--- src/rtl/risc_pkg.sv ---
// Shared definitions for the RISC sequencer: opcode values, ALU-op membership,
// the phase/state encoding and the bundle of control strobes.
package risc_pkg;

  localparam logic [2:0] OP_HLT = 3'd0;
  localparam logic [2:0] OP_SKZ = 3'd1;
  localparam logic [2:0] OP_ADD = 3'd2;
  localparam logic [2:0] OP_AND = 3'd3;
  localparam logic [2:0] OP_XOR = 3'd4;
  localparam logic [2:0] OP_LDA = 3'd5;
  localparam logic [2:0] OP_STO = 3'd6;
  localparam logic [2:0] OP_JMP = 3'd7;

  // Phases 0-7 keep their numeric value so the low bits double as the phase
  // output; HALTED sits outside that range.
  typedef enum logic [3:0] {
    INST_ADDR  = 4'd0,
    INST_FETCH = 4'd1,
    INST_LOAD  = 4'd2,
    IDLE       = 4'd3,
    OP_ADDR    = 4'd4,
    OP_FETCH   = 4'd5,
    ALU_OP     = 4'd6,
    STORE      = 4'd7,
    HALTED     = 4'd8
  } state_t;

  typedef struct packed {
    logic sel;
    logic rd;
    logic wr;
    logic ld_ir;
    logic ld_ac;
    logic pc_inc;
    logic pc_load;
    logic data_e;
    logic halt;
  } ctrl_t;

  // Instructions that read an operand from memory and write the accumulator.
  function automatic logic is_aluop(input logic [2:0] op);
    return (op == OP_ADD) || (op == OP_AND) || (op == OP_XOR) || (op == OP_LDA);
  endfunction

endpackage

--- src/rtl/risc_controller.sv ---
// Eight-phase instruction sequencer: one state register plus a Moore decode of
// state and opcode driving the datapath strobes.
module risc_controller
  import risc_pkg::*;
(
  input  logic       clk,
  input  logic       clear,
  input  logic [2:0] opcode,
  input  logic       zero,
  input  logic       mem_ready,
  input  logic       start,
  output logic       sel,
  output logic       rd,
  output logic       wr,
  output logic       ld_ir,
  output logic       ld_ac,
  output logic       pc_inc,
  output logic       pc_load,
  output logic       data_e,
  output logic       halt,
  output logic [2:0] phase
);

  state_t state;
  ctrl_t  ctrl;
  logic   alu;

  assign alu = is_aluop(opcode);

  always_ff @(posedge clk or posedge clear) begin
    if (clear) begin
      state <= INST_ADDR;
    end else begin
      case (state)
        INST_ADDR:  state <= INST_FETCH;
        INST_FETCH: if (mem_ready) state <= INST_LOAD;
        INST_LOAD:  state <= IDLE;
        IDLE:       state <= OP_ADDR;
        OP_ADDR:    state <= (opcode == OP_HLT) ? HALTED : OP_FETCH;
        // Only instructions that consume an operand wait for read data.
        OP_FETCH:   if (!alu || mem_ready) state <= ALU_OP;
        ALU_OP:     state <= STORE;
        STORE:      state <= INST_ADDR;
        HALTED:     if (start) state <= INST_ADDR;
        default:    state <= INST_ADDR;
      endcase
    end
  end

  always_comb begin
    ctrl = '0;
    case (state)
      INST_ADDR: begin
        ctrl.sel = 1'b1;
      end
      INST_FETCH: begin
        ctrl.sel = 1'b1;
        ctrl.rd  = 1'b1;
      end
      INST_LOAD, IDLE: begin
        ctrl.sel   = 1'b1;
        ctrl.rd    = 1'b1;
        ctrl.ld_ir = 1'b1;
      end
      OP_ADDR: begin
        ctrl.pc_inc = 1'b1;
      end
      OP_FETCH: begin
        ctrl.rd = alu;
      end
      ALU_OP: begin
        ctrl.rd      = alu;
        ctrl.pc_inc  = (opcode == OP_SKZ) && zero;
        ctrl.pc_load = (opcode == OP_JMP);
        ctrl.data_e  = (opcode == OP_STO);
      end
      STORE: begin
        ctrl.rd      = alu;
        ctrl.ld_ac   = alu;
        ctrl.pc_load = (opcode == OP_JMP);
        ctrl.wr      = (opcode == OP_STO);
        ctrl.data_e  = (opcode == OP_STO);
      end
      HALTED: begin
        ctrl.halt = 1'b1;
      end
      default: ctrl = '0;
    endcase
  end

  always_comb begin
    sel     = ctrl.sel;
    rd      = ctrl.rd;
    wr      = ctrl.wr;
    ld_ir   = ctrl.ld_ir;
    ld_ac   = ctrl.ld_ac;
    pc_inc  = ctrl.pc_inc;
    pc_load = ctrl.pc_load;
    data_e  = ctrl.data_e;
    halt    = ctrl.halt;
    phase   = (state == HALTED) ? 3'd0 : state[2:0];
  end

endmodule
--- config.mk ---
export PLATFORM = sky130hd
export DESIGN_NAME = risc_controller
export DESIGN_NICKNAME = d
export VERILOG_FILES = /design/src/rtl/risc_pkg.sv /design/src/rtl/risc_controller.sv
export SDC_FILE = /design/constraint.sdc
export NUM_CORES = 1
export LEC_CHECK = 0
export CELL_PAD_IN_SITES_DETAIL_PLACEMENT = 1
export CELL_PAD_IN_SITES_GLOBAL_PLACEMENT = 1
export CORE_MARGIN = 3
export CORE_UTILIZATION = 25
export CTS_CLUSTER_SIZE = 8
export DETAILED_ROUTE_END_ITERATION = 7
export PLACE_DENSITY_LB_ADDON = 0.1
export SLEW_MARGIN = 15
export SYNTH_ARGS = -nofsm -noshare
export SYNTH_HDL_FRONTEND = slang
export SYNTH_SLANG_ARGS = --single-unit
--- constraint.sdc ---
create_clock -name clk -period 3.9 [get_ports clk]
set_input_delay 0.39 -clock clk [delete_from_list [all_inputs] [get_ports clk]]
set_output_delay 0.39 -clock clk [all_outputs]
set_load 0.02 [all_outputs]
==> results of run 1 <==
cell families (layout without fill, tap and decap cells):
kind of cell / after synthesis / count (layout) / share of synthesized area (%)
and+or+nand+nor: 18 / 18 / 34.3
AOI/OAI and AO/OA: 8 / 8 / 15.9
buffers and inverters: 7 / 23 / 12.5
DFF: 4 / 4 / 29.5
xor gates and xnor gates: 3 / 3 / 7.75
worst paths after layout:
check                           end  slack (ns)      start  depth (start not counted)
min in group clk           state[2]        0.59   state[3]                          1
max reg2reg                state[2]        2.52   state[1]                          3
min                        state[0]        0.35      clear                          2
min reg2reg                state[2]        0.59   state[3]                          1
max                              rd        1.45  opcode[2]                          5
max in group asynchronous  state[1]        3.40      clear                          2
worst max-delay path: stages:
cell             delay (ns)
clkdlybuf4s50_1        0.49
xnor2_1                0.19
a21oi_1                0.24
o21a_1                 0.15
clkdlybuf4s50_1        0.60
Yosys cell counts, drive strengths merged:
library cell	n	area, sq um
a21oi	3	15.0
a311oi	2	17.5
a31o	1	8.76
and2	2	13.8
and3b	1	10.0
and4	1	8.76
and4b	1	10.0
buf	3	21.3
clkbuf	2	7.51
dfrtp	4	100
dlygate4sd3	1	10.0
inv	1	3.75
nand2	2	7.51
nand2b	1	6.26
nand3	1	5.00
nand3b	1	7.51
nor2	5	18.8
nor4b	1	8.76
o21a	1	7.51
o21ai	1	5.00
or3b	1	8.76
or4	1	11.3
xnor2	2	17.5
xor2	1	8.76
metal layers:
metal  GRT usage (%)  vias up  part of all wire [%]
met1            14.2      166                    44
met5               0        -                     0
met3            2.12        0                   5.4
li1                -      171                     -
met2            18.9       12                    51
met4            3.73        0                     0
cell type report:
cell class                      instances  share of cell area, %
Clock buffer                            3                   4.25
Inverter                                1                  0.708
Multi-Input combinational cell         29                   37.0
Sequential cell                         4                   18.9
Tap cell                               14                   3.30
Timing Repair Buffer                   19                   35.8
stage by stage:
step | instance area, sq um | power, mW | worst slack [ns]
after floorplan | 339 | 0.261 | 2.17
after global placement | 508 | 0.334 | 1.49
after detailed placement | 508 | 0.340 | 1.46
after CTS | 531 | 0.392 | 1.45
after global routing | 531 | 0.418 | 1.31
final | 531 | 0.387 | 1.45
power groups by stage:
stage / logic, mW / registers (mW) / clock network (mW)
2_1_floorplan: 0.195 / 0.0663 / 0
3_3_place_gp: 0.230 / 0.105 / 0
3_5_place_dp: 0.231 / 0.110 / 0
4_1_cts: 0.232 / 0.109 / 0.0515
5_1_grt: 0.247 / 0.116 / 0.0549
6_report: 0.229 / 0.108 / 0.0496
==> results_dict.tcl, run 1 <==
set metrics [dict create \
    outcome "finished, final reports clean" \
    period_needed_ns 2.45 \
    rsz0062_at_grt "no" \
    viasPerCell 4.99 \
    regMostFlops "state" \
    power_switching_mw 0.170 \
    p_int_mw 0.217 \
    num_rows 12 \
    die_area_sq_um 1830 \
    critPathArrivalTime_ns 2.06 \
    mostFrequentLayoutCells "clkdlybuf4s50_1, nor2_1, dfrtp_1" \
    combPwrFrac_pct 59.3 \
    wl_per_cell_microns 13.7 \
    clk_latency_ns 0.23 \
    drtPass1Iterations 4 \
    fp.dieW_microns 42.8 \
    whs_ns 0.348 \
    setup_violations 0 \
    clock_sinks 4 \
    drv_cap 0 \
    synth_nets 48 \
    place_inst 67 \
    cts-buffers-inserted 3 \
    seqCellArea_sq_um 100 \
    io_buffers 19 \
    tightest_slew_ns 0.377 \
    initial_utilization_pct 28.6 \
    ant_nets 0 \
    crit_type "input pin to output port" \
    ir_drop_v 0.000230 \
    clockBufferDepth 2 \
    gp_congestion 0.772 \
    synth_seq_cells 4 \
    worstPathMaxFanout 5 \
    fmax_mhz 408 \
    multi_input_area_sq_um 196 \
    ys_types 26 \
    track_usage_pct 11.3 \
    clkSlewWorstSetupHoldPaths_ns 0.04 \
    fillers 146 \
    final_common_cell "clkdlybuf4s50_1" \
    drtIter0Drc 5 \
    num_vias 349 \
    hold_violations 0 \
    cts_hold_buf 0 \
    syn_inst 40 \
    crit_required_ns 3.51 \
    p_sw_share_pct 43.9 \
    postCtsSetupBuffers 0 \
    finalClockSkew_ns 0.00364 \
    overflow 0 \
    cts_resized 0 \
    top_regs "state: 4 flops" \
    antenna_found_initial 0 \
    slew_violations 0 \
    finalSetupTns_ns 0 \
    io_pins 20 \
    final_core_util_pct 44.7 \
    core_area_sq_um 1190 \
    fin_nets 66 \
    crit_path_start_kind "input pin" \
    powerDensity_nw_per_um2 730 \
    p_leak_nw 0.206 \
    htree_levels 1 \
    cts_tree "done" \
    grt_max_degree 13 \
    drc 0 \
    avgSynthCellArea_sq_um 8.48 \
    crit_path_end_kind "output port" \
    finalWirelength_microns 959 \
    fin_cells 70 \
    syn_area_sq_um 339 \
    yosysWarningCount 0 \
    diodes 0 \
    post-route-period-util_pct 62.8 \
    power_frac_seq_pct 27.9 \
    min_path_type "input pin to asynchronous set/reset pin" \
    grt_pass1_vias 353 \
    slew_headroom_pct 74.5 \
    die-height_microns 42.8 \
    clk_root_buffer_cell "clkbuf_4" \
    drive_above_1_share_pct 12.5 \
    area_growth_pct 56.5 \
    largest_reg_flops 4 \
    yosysSeqAreaShare_pct 29.5 \
    grt_first_pass_wirelength_microns 1620 \
    power.share.clock_pct 12.8 \
]
(Power assumes the default switching activity.)
==> run 2: changes to the inputs <==
--- a/config.mk
+++ b/config.mk
@@ -8,7 +8,7 @@
 export CELL_PAD_IN_SITES_DETAIL_PLACEMENT = 1
 export CELL_PAD_IN_SITES_GLOBAL_PLACEMENT = 1
 export CORE_MARGIN = 3
-export CORE_UTILIZATION = 25
+export CORE_UTILIZATION = 24
 export CTS_CLUSTER_SIZE = 8
 export DETAILED_ROUTE_END_ITERATION = 7
 export PLACE_DENSITY_LB_ADDON = 0.1
==> constraint.sdc (replaced) <==
create_clock -name clk -period 2.4 [get_ports clk]
set_input_delay 0.24 -clock clk [delete_from_list [all_inputs] [get_ports clk]]
set_output_delay 0.24 -clock clk [all_outputs]
set_load 0.02 [all_outputs]
==> run 2 against run 1 <==
First-iteration DRC count is 20% higher. Core utilization is 1.1 points lower. Via count is 2.9% higher. Critical path depth is 1 lower. Setup slack worse by 1.3 ns. Sequential power is 63% higher. Wire length is 5.5% higher. Final cell count stayed put. Largest cell class unchanged.
==> results_dict.tcl, run 2 (same netlist as run 1, synthesis figures left out) <==
set metrics [dict create \
    outcome "finished, final reports clean" \
    top_regs "state: 4 flops" \
    place_area_sq_um 508 \
    finalSetupTns_ns 0 \
    mostFrequentLayoutCells "clkdlybuf4s50_1, nor2_1, dfrtp_1" \
    largest_reg_flops 4 \
    fmax_mhz 439 \
    grt_first_pass_wirelength_microns 1640 \
    area_growth_pct 56.5 \
    setup_violations 0 \
    crit-reg2reg-launch "state[1]" \
    drtIter0Drc 6 \
    powerDensity_nw_per_um2 1200 \
    io_pins 20 \
    drv_cap 0 \
    die-height_microns 43.6 \
    cts_resized 0 \
    min_path_type "input pin to asynchronous set/reset pin" \
    period_needed_ns 2.28 \
    slew_violations 0 \
    antenna_found_initial 0 \
    cp_slowest_cell "clkdlybuf4s50_1" \
    track_usage_pct 11.1 \
    clockBufferDepth 2 \
    worstPathMaxFanout 11 \
    cts_hold_buf 0 \
    core_area_sq_um 1220 \
    p_leak_nw 0.206 \
    clk_root_buffer_cell "clkbuf_4" \
    dp_hpwl_microns 772 \
    crit_start "state[1]" \
    crit_path_start_kind "flip-flop" \
    rsz0062_at_grt "no" \
    drive_above_1_share_pct 12.5 \
    clk_latency_ns 0.24 \
    overflow 0 \
    crit_type "flip-flop to output port" \
    crit_path_end_kind "output port" \
    clkSlewWorstSetupHoldPaths_ns 0.04 \
    wl_per_cell_microns 14.5 \
    grt_pass1_vias 414 \
    htree_levels 1 \
    grt_max_degree 13 \
    clock_sinks 4 \
    initial_utilization_pct 27.9 \
    drc 0 \
    slew_headroom_pct 74.0 \
    ant_nets 0 \
    die_area_sq_um 1900 \
    tightest_slew_ns 0.384 \
    fin_nets 66 \
    cts-buffers-inserted 3 \
    final_common_cell "clkdlybuf4s50_1" \
    fp.dieW_microns 43.6 \
    crit_chain "and3b_2 > and4b_1 > and2_1 > clkdlybuf4s50_1" \
    diodes 0 \
    ir_drop_v 0.000529 \
    finalClockSkew_ns 0.00186 \
    finalWirelength_microns 1010 \
    gp_congestion 0.728 \
    crit_required_ns 2.16 \
    cts_tree "done" \
    drtPass1Iterations 3 \
    hold_violations 0 \
    final_area_sq_um 531 \
    regMostFlops "state" \
    slowest_delay_ns 0.60 \
    critical-path-top-delay-family "simple AND/OR/NAND/NOR gates" \
    postCtsSetupBuffers 0 \
    io_buffers 19 \
    post-route-period-util_pct 94.8 \
    critPathBufInv 1 \
    num_vias 359 \
    num_rows 12 \
    viasPerCell 5.13 \
    critPathArrivalTime_ns 2.04 \
]
run 2: routing by layer:
metal | up-vias | routed length, microns | track usage (%) | share of wire [%]
met5 | - | 0 | 0 | 0
met1 | 173 | 415 | 12.1 | 41
li1 | 171 | - | - | -
met2 | 13 | 534 | 20.3 | 53
met3 | 2 | 53 | 0.415 | 5.2
met4 | 0 | 9 | 7.23 | 0.89
run 2: area by class of cell:
class,instances,area [sq um]
timing repair buffer,19,190
fill,144,686
inverter,1,3.75
clock buffer,3,22.5
tap,14,17.5
sequential,4,100
multi-input combinational,29,196
run 2: power breakdown:
group          internal (mW)  total [mW]  switching (mW)
sequential            0.0952       0.176          0.0805
combinational          0.202       0.375           0.173
clock                 0.0561      0.0856          0.0295
total                  0.353       0.636           0.283
run 2: worst paths after layout:
check	slack (ns)	to	cells after the start
max in group asynchronous	2.06	state[1]	2
hold / removal	0.19	state[3]	2
min in group clk	0.57	state[1]	1
setup reg to reg	1.01	state[2]	3
setup / recovery	0.12	wr	4
hold reg to reg	0.57	state[1]	1
run 2: metrics by stage:
stage | setup WS, ns | hold WS, ns | total power [mW] | util [%] | cells
2_1_floorplan | 0.793 | 0.00608 | 0.425 | - | 40
3_3_place_gp | 0.298 | 0.428 | 0.539 | 41.8 | 67
3_5_place_dp | 0.234 | 0.438 | 0.553 | 41.8 | 67
4_1_cts | 0.120 | 0.197 | 0.641 | 43.6 | 70
5_1_grt | 0.0509 | 0.227 | 0.675 | 43.6 | 70
6_report | 0.125 | 0.188 | 0.636 | 43.6 | 70
==> run 3: changes to the inputs <==
--- a/config.mk
+++ b/config.mk
@@ -9,6 +9,7 @@
 export CELL_PAD_IN_SITES_GLOBAL_PLACEMENT = 1
 export CORE_MARGIN = 3
 export CORE_UTILIZATION = 24
+export CTS_CLUSTER_DIAMETER = 40
 export CTS_CLUSTER_SIZE = 8
 export DETAILED_ROUTE_END_ITERATION = 7
 export PLACE_DENSITY_LB_ADDON = 0.1
==> results of run 3 <==
Final layout, timing and power as in run 2 (identical DEF).
